$ cat config.mk
export PLATFORM = sky130hd
export DESIGN_NAME = panel_status_monitor
export DESIGN_NICKNAME = d
export VERILOG_FILES = /design/src/rtl/nx4_status_pkg.sv /design/src/rtl/xerr_filter.sv /design/src/rtl/panel_status_monitor.sv
export SDC_FILE = /design/constraint.sdc
export NUM_CORES = 1
export LEC_CHECK = 0
export CAP_MARGIN = 15
export CORE_MARGIN = 10
export CORE_UTILIZATION = 39
export DETAILED_ROUTE_END_ITERATION = 12
export PLACE_DENSITY = 0.56
export SETUP_SLACK_MARGIN = 0.05
export SLEW_MARGIN = 0
export SYNTH_ARGS = -nofsm -noshare
export SYNTH_HDL_FRONTEND = slang
export SYNTH_SLANG_ARGS = --single-unit
$ cat constraint.sdc
create_clock -name clock -period 3.4 [get_ports clock]
set_input_delay 0.68 -clock clock [delete_from_list [all_inputs] [get_ports clock]]
set_output_delay 0.68 -clock clock [all_outputs]
set_load 0.02 [all_outputs]
$ cat src/rtl/nx4_status_pkg.sv
// Shared defaults and LED drive encoding for the NX4 panel status monitor.
package nx4_status_pkg;

    localparam int DEFAULT_WDOG_CYCLES = 1000000;
    localparam int DEFAULT_XERR_FILT   = 16;
    localparam int DEFAULT_BLINK_W     = 22;

    typedef enum logic [1:0] {
        LED_OFF   = 2'd0,
        LED_SOLID = 2'd1,
        LED_BLINK = 2'd2
    } led_mode_t;

    // A live fault outranks a fault that has only been seen since the last clear.
    function automatic led_mode_t red_mode(input logic any_live, input logic any_sticky);
        led_mode_t mode;
        mode = LED_OFF;
        if (any_live) begin
            mode = LED_SOLID;
        end else if (any_sticky) begin
            mode = LED_BLINK;
        end
        return mode;
    endfunction

    function automatic logic led_drive(input led_mode_t mode, input logic blink_phase);
        logic level;
        case (mode)
            LED_SOLID: level = 1'b1;
            LED_BLINK: level = blink_phase;
            default:   level = 1'b0;
        endcase
        return level;
    endfunction

endpackage

$ cat src/rtl/xerr_filter.sv
// One panel's XERR glitch filter: a run of low samples sets the live flag,
// any high sample releases it at once; the sticky bit remembers live faults.
module xerr_filter
    import nx4_status_pkg::*;
#(
    parameter int XERR_FILT = DEFAULT_XERR_FILT
) (
    input  logic clock,
    input  logic reset_n,
    input  logic xerr_n,
    input  logic err_clear,
    output logic live,
    output logic sticky,
    output logic rise
);

    localparam int CNT_W = $clog2(XERR_FILT + 1);
    localparam logic [CNT_W-1:0] FILT_MAX = CNT_W'(XERR_FILT);

    logic [CNT_W-1:0] filt;
    logic             at_threshold;

    // True when this low sample is the one that reaches (or holds) the threshold.
    assign at_threshold = (filt >= FILT_MAX - 1'b1);
    assign rise         = ~xerr_n & at_threshold & ~live;

    always_ff @(posedge clock) begin
        if (!reset_n) begin
            filt   <= '0;
            live   <= 1'b0;
            sticky <= 1'b0;
        end else begin
            if (xerr_n) begin
                filt <= '0;
                live <= 1'b0;
            end else begin
                if (filt != FILT_MAX) begin
                    filt <= filt + 1'b1;
                end
                if (at_threshold) begin
                    live <= 1'b1;
                end
            end
            sticky <= live | (sticky & ~err_clear);
        end
    end

endmodule

$ cat src/rtl/panel_status_monitor.sv
// Panel driver health monitor: frame counting on blank rising edges, frame
// watchdog, per-panel XERR filtering, error event counting and status LEDs.
module panel_status_monitor
    import nx4_status_pkg::*;
#(
    parameter int N_PANELS    = 1,
    parameter int FRAME_W     = 10,
    parameter int WDOG_CYCLES = DEFAULT_WDOG_CYCLES,
    parameter int XERR_FILT   = DEFAULT_XERR_FILT,
    parameter int ERRCNT_W    = 8,
    parameter int BLINK_W     = DEFAULT_BLINK_W
) (
    input  logic                clock,
    input  logic                reset_n,
    input  logic                led_blank,
    input  logic [N_PANELS-1:0] led_xerr,
    input  logic                err_clear,
    output logic                status_yellow,
    output logic                status_orange,
    output logic                status_red,
    output logic                cpld_p8,
    output logic [FRAME_W-1:0]  frame_count,
    output logic                stall,
    output logic [N_PANELS-1:0] xerr_live,
    output logic [N_PANELS-1:0] xerr_sticky,
    output logic [ERRCNT_W-1:0] err_count
);

    localparam int WDOG_W = $clog2(WDOG_CYCLES + 1);
    localparam logic [WDOG_W-1:0]   WDOG_MAX = WDOG_W'(WDOG_CYCLES);
    localparam logic [ERRCNT_W-1:0] ERR_MAX  = '1;

    logic                blank_prev;
    logic                edge_armed;
    logic                blank_rise;
    logic [WDOG_W-1:0]   wdog_cnt;
    logic [BLINK_W-1:0]  blink_div;
    logic [N_PANELS-1:0] xerr_rise;
    logic                any_rise;
    led_mode_t           red_sel;

    // edge_armed suppresses a false edge when blank is already high as reset releases.
    assign blank_rise = led_blank & ~blank_prev & edge_armed;

    always_ff @(posedge clock) begin
        if (!reset_n) begin
            blank_prev <= 1'b0;
            edge_armed <= 1'b0;
            cpld_p8    <= 1'b0;
        end else begin
            blank_prev <= led_blank;
            edge_armed <= 1'b1;
            cpld_p8    <= led_blank;
        end
    end

    always_ff @(posedge clock) begin
        if (!reset_n) begin
            frame_count <= '0;
        end else if (blank_rise) begin
            frame_count <= frame_count + 1'b1;
        end
    end

    always_ff @(posedge clock) begin
        if (!reset_n) begin
            wdog_cnt <= '0;
            stall    <= 1'b0;
        end else begin
            if (blank_rise) begin
                wdog_cnt <= '0;
            end else if (wdog_cnt != WDOG_MAX) begin
                wdog_cnt <= wdog_cnt + 1'b1;
            end
            if (err_clear) begin
                stall <= 1'b0;
            end else if ((wdog_cnt == WDOG_MAX - 1'b1) && !blank_rise) begin
                stall <= 1'b1;
            end
        end
    end

    for (genvar i = 0; i < N_PANELS; i++) begin : g_panel
        xerr_filter #(
            .XERR_FILT(XERR_FILT)
        ) u_filter (
            .clock    (clock),
            .reset_n  (reset_n),
            .xerr_n   (led_xerr[i]),
            .err_clear(err_clear),
            .live     (xerr_live[i]),
            .sticky   (xerr_sticky[i]),
            .rise     (xerr_rise[i])
        );
    end

    assign any_rise = |xerr_rise;

    // Panels faulting together are one event; a clear coinciding with an event leaves 1.
    always_ff @(posedge clock) begin
        if (!reset_n) begin
            err_count <= '0;
        end else if (err_clear) begin
            err_count <= any_rise ? ERRCNT_W'(1) : '0;
        end else if (any_rise && (err_count != ERR_MAX)) begin
            err_count <= err_count + 1'b1;
        end
    end

    always_ff @(posedge clock) begin
        if (!reset_n) begin
            blink_div <= '0;
        end else begin
            blink_div <= blink_div + 1'b1;
        end
    end

    assign red_sel       = red_mode(|xerr_live, |xerr_sticky);
    assign status_red    = led_drive(red_sel, blink_div[BLINK_W-1]);
    assign status_yellow = frame_count[FRAME_W-1];
    assign status_orange = stall;

endmodule

==> reports/metrics.cfg <==
[drt]
drtIter0Drc = 52
vias = 2663
totalWireLength_um = 6870
drc = 0
wl_per_cell_um = 13.5
ant_nets = 0
dr.pass1.iters = 4
viasPerCell = 5.23

[layout]
fillers = 819
antennaDiodeCount = 0
finalNetCount = 412
drive_gt1_share_pct = 5.20
syn_to_final_growth_pct = 16.5

[grt]
track_usage_pct = 11.8
grt.overflow.total = 0
grt_max_degree = 30
first_global_vias = 2629
grt_pass1_wl_um = 12500
antenna_found_initial = 0

[critical_path]
worstPathCellList = clkdlybuf4s50_1 -> nor2b_1 -> nand2_1 -> a31oi_1 -> a41o_1
worstPathMaxFanout = 15
worstPathRequired_ps = 3690
cp-start-kind = input pin
crit_path_top_delay_cell = clkdlybuf4s50_1
crit_arrival_ps = 2560
worst_path_largest_cell_delay_ps = 760
path_class = input pin to flip-flop
cp-end-kind = flip-flop

[floorplan]
design.core.area_sq_um = 8130
placementRows = 33
fp.dieH_um = 111
die_area_sq_um = 12300
start_util_pct = 39.8
die_w_um = 111
num_io_pins = 30

[timing]
slew_violations = 0
layout_setup_ws_ps = 1130
tightest_slew_ps = 830
tns_ps = 0
max_freq_mhz = 440
slew_headroom_pct = 44.6
finalCriticalPeriod_ps = 2270
rsz0062_at_grt = no
finalHoldViolCount = 0
setup_viol = 0
period_share_pct = 66.9
clock_skew_ps = 5.84

[run_status]
status = finished clean

[yosys]
synthAdderAreaFrac_pct = 3.09
synthArstFlopShare_pct = 0
ys_top_cells_by_area = dfxtp_1 43%, xor2_1 5.1%, nor2_1 4.8%, xnor2_1 3.8%, nand2_1 3.5%
yosysTopAreaCellShare_pct = 43.3
synth_fp_nets = 384
synth.distinct_cells = 44
ys_ff_latch = 70
synthMuxAreaShare_pct = 2.16
ys.warnings.count = 0
synthFlopType = dfxtp_1
synth_compound_area_share_pct = 8.81
synth-edff-count = 0
syn-instance-count = 371
syn_avg_cell_area_sq_um = 8.73
synth_top_family_by_area = simple AND/OR/NAND/NOR gates
synth_xor_area_share_pct = 8.93
yosys.area_share.simple_pct = 30.1
synth_largest_area_cell = dfxtp_1
ys_seq_area_share_pct = 43.3
syn-cell-area_sq_um = 3240

[place]
pre_cts_slack_ps = 788
gp_congestion = 0.728
port_buffers = 29
dp.final_hpwl_um = 4820

[min_path]
hold_class = flip-flop to flip-flop

[pwr]
p_clk_share_pct = 39.1
power_switching_mw = 0.337
seqPwrFrac_pct = 56.9
p_int_mw = 1.14
vdd.ir_drop.worst_uv = 190
power_frac_comb_pct = 4.0
switching_share_pct = 22.9
power_density_nw_per_um2 = 391
leakage_nw = 1.36

[cts]
cts_setup_buffers = 0
root_buffer = clkbuf_8
numClockSinks = 70
cts-buffers-inserted = 9
hold_buffers = 0
htree_num_levels = 3
clk_latency_ps = 340
cts.clk_slew.worst_paths_ps = 70
cts_tree = done
cts_resized = 0
cts_max_path_buffers = 2

[job]
cap_viol_max_count = 0

-- cells in the mapped netlist, types with 2 or more instances --
library cell / count
dfxtp_1: 70
nor2_1: 41
nand2_1: 30
nand3_1: 19
xor2_1: 19
a21oi_1: 18
nand4_1: 18
inv_1: 14
xnor2_1: 14
o21ai_0: 10
and3_1: 9
clkbuf_1: 9
nand2b_1: 9
ha_1: 8
or3_1: 8
and4_1: 7
mux2i_1: 7
nor3_1: 7
and2_1: 6
nor4_1: 6
or4_1: 6
o31ai_1: 4
a31oi_1: 3
a41o_1: 3
buf_4: 3
nand4_2: 3
nor2b_1: 2
o21a_1: 2
-- power groups by stage --
stage	Combinational (mW)	Clock [mW]	Sequential (mW)
4_1_cts	0.0608	0.599	0.839
5_1_grt	0.0685	0.637	0.840
6_report	0.0593	0.577	0.839
3_5_place_dp	0.0603	0	0.858
3_3_place_gp	0.0602	0	0.857
2_1_floorplan	0.0373	0	0.858
-- critical path: cells and delay by family --
| kind | cells | cell delay, ps |
|---|---|---|
| simple gates | 2 | 820 |
| compound gates | 2 | 290 |
| buf+inv | 1 | 760 |
-- cell type report --
cell class	count	area [sq um]	share of cell area (%)
Inverter	14	52.6	1.39
Clock buffer	15	156	4.15
Timing Repair Buffer	31	305	8.10
Clock inverter	1	5.00	0.133
Multi-Input combinational cell	273	1720	45.6
Tap cell	105	131	3.48
Sequential cell	70	1400	37.2
-- path summary, 6_finish.rpt --
path | startpoint | to | slack (ps) | depth (start not counted)
setup reg to reg | g_panel[0].u_filter.filt[1]$_SDFFE_PP0P_ | err_count[0]$_SDFFE_PN0P_ | 1230 | 7
hold reg to reg | blink_div[0]$_SDFF_PN0_ | blink_div[0]$_SDFF_PN0_ | 480 | 1
hold / removal | blink_div[0]$_SDFF_PN0_ | blink_div[0]$_SDFF_PN0_ | 480 | 1
setup / recovery | reset_n | err_count[3]$_SDFFE_PN0P_ | 1130 | 5
-- per-layer routing --
metal | wire, um | vias to the layer above | track usage, %
met5 | 0 | - | 0
met4 | 126 | 0 | 4.88
met1 | 3380 | 1237 | 14.8
met3 | 289 | 10 | 3.25
li1 | - | 1374 | -
met2 | 3070 | 42 | 18.4
-- flip-flops by register name, summed over array words and instances, names as in the netlist --
name                     cells
err_count                    8
blank_prev                   1
wdog_cnt                    20
blink_div                   22
g_panel.u_filter.filt        5
g_panel.u_filter.sticky      1
stall                        1
g_panel.u_filter.live        1
edge_armed                   1
frame_count                 10
-- cells in the final DEF, fill, tap and decap left out, types with 2 or more instances in the layout --
cell type and n:
dfxtp_1 70, nor2_1 41, nand2_1 30, clkdlybuf4s50_1 29, nand3_1 19, xor2_1 19
nand4_1 18, a21oi_1 18, inv_1 14, xnor2_1 14, o21ai_0 10, clkbuf_8 10
and3_1 9, nand2b_1 9, or3_1 8, ha_1 8, and4_1 7, nor3_1 7
mux2i_1 7, and2_1 6, nor4_1 6, or4_1 6, clkbuf_1 5, o31ai_1 4
a31oi_1 3, a41o_1 3, nand4_2 3, nor2b_1 2, o21a_1 2, buf_4 2
-- per-stage QoR --
step / hold slack [ps] / util, % / power (mW) / cell area [sq um] / instances
floorplan: 437 / - / 0.895 / 3240 / 371
global placement: 456 / 44.4 / 0.917 / 3610 / 493
detailed placement: 468 / 44.4 / 0.918 / 3610 / 493
CTS: 481 / 46.4 / 1.50 / 3770 / 509
global route: 502 / 46.4 / 1.55 / 3770 / 509
finish: 479 / 46.4 / 1.48 / 3770 / 509
-- logic make-up (layout without fill, tap and decap cells) --
logic type,after synthesis,count (layout)
simple gates,179,179
flops,70,70
compound gates,46,46
xor+xnor,33,33
buf+inv,28,61
fa+ha+maj,8,8
mux,7,7
Note: power is estimated with default switching activity, not from simulation.
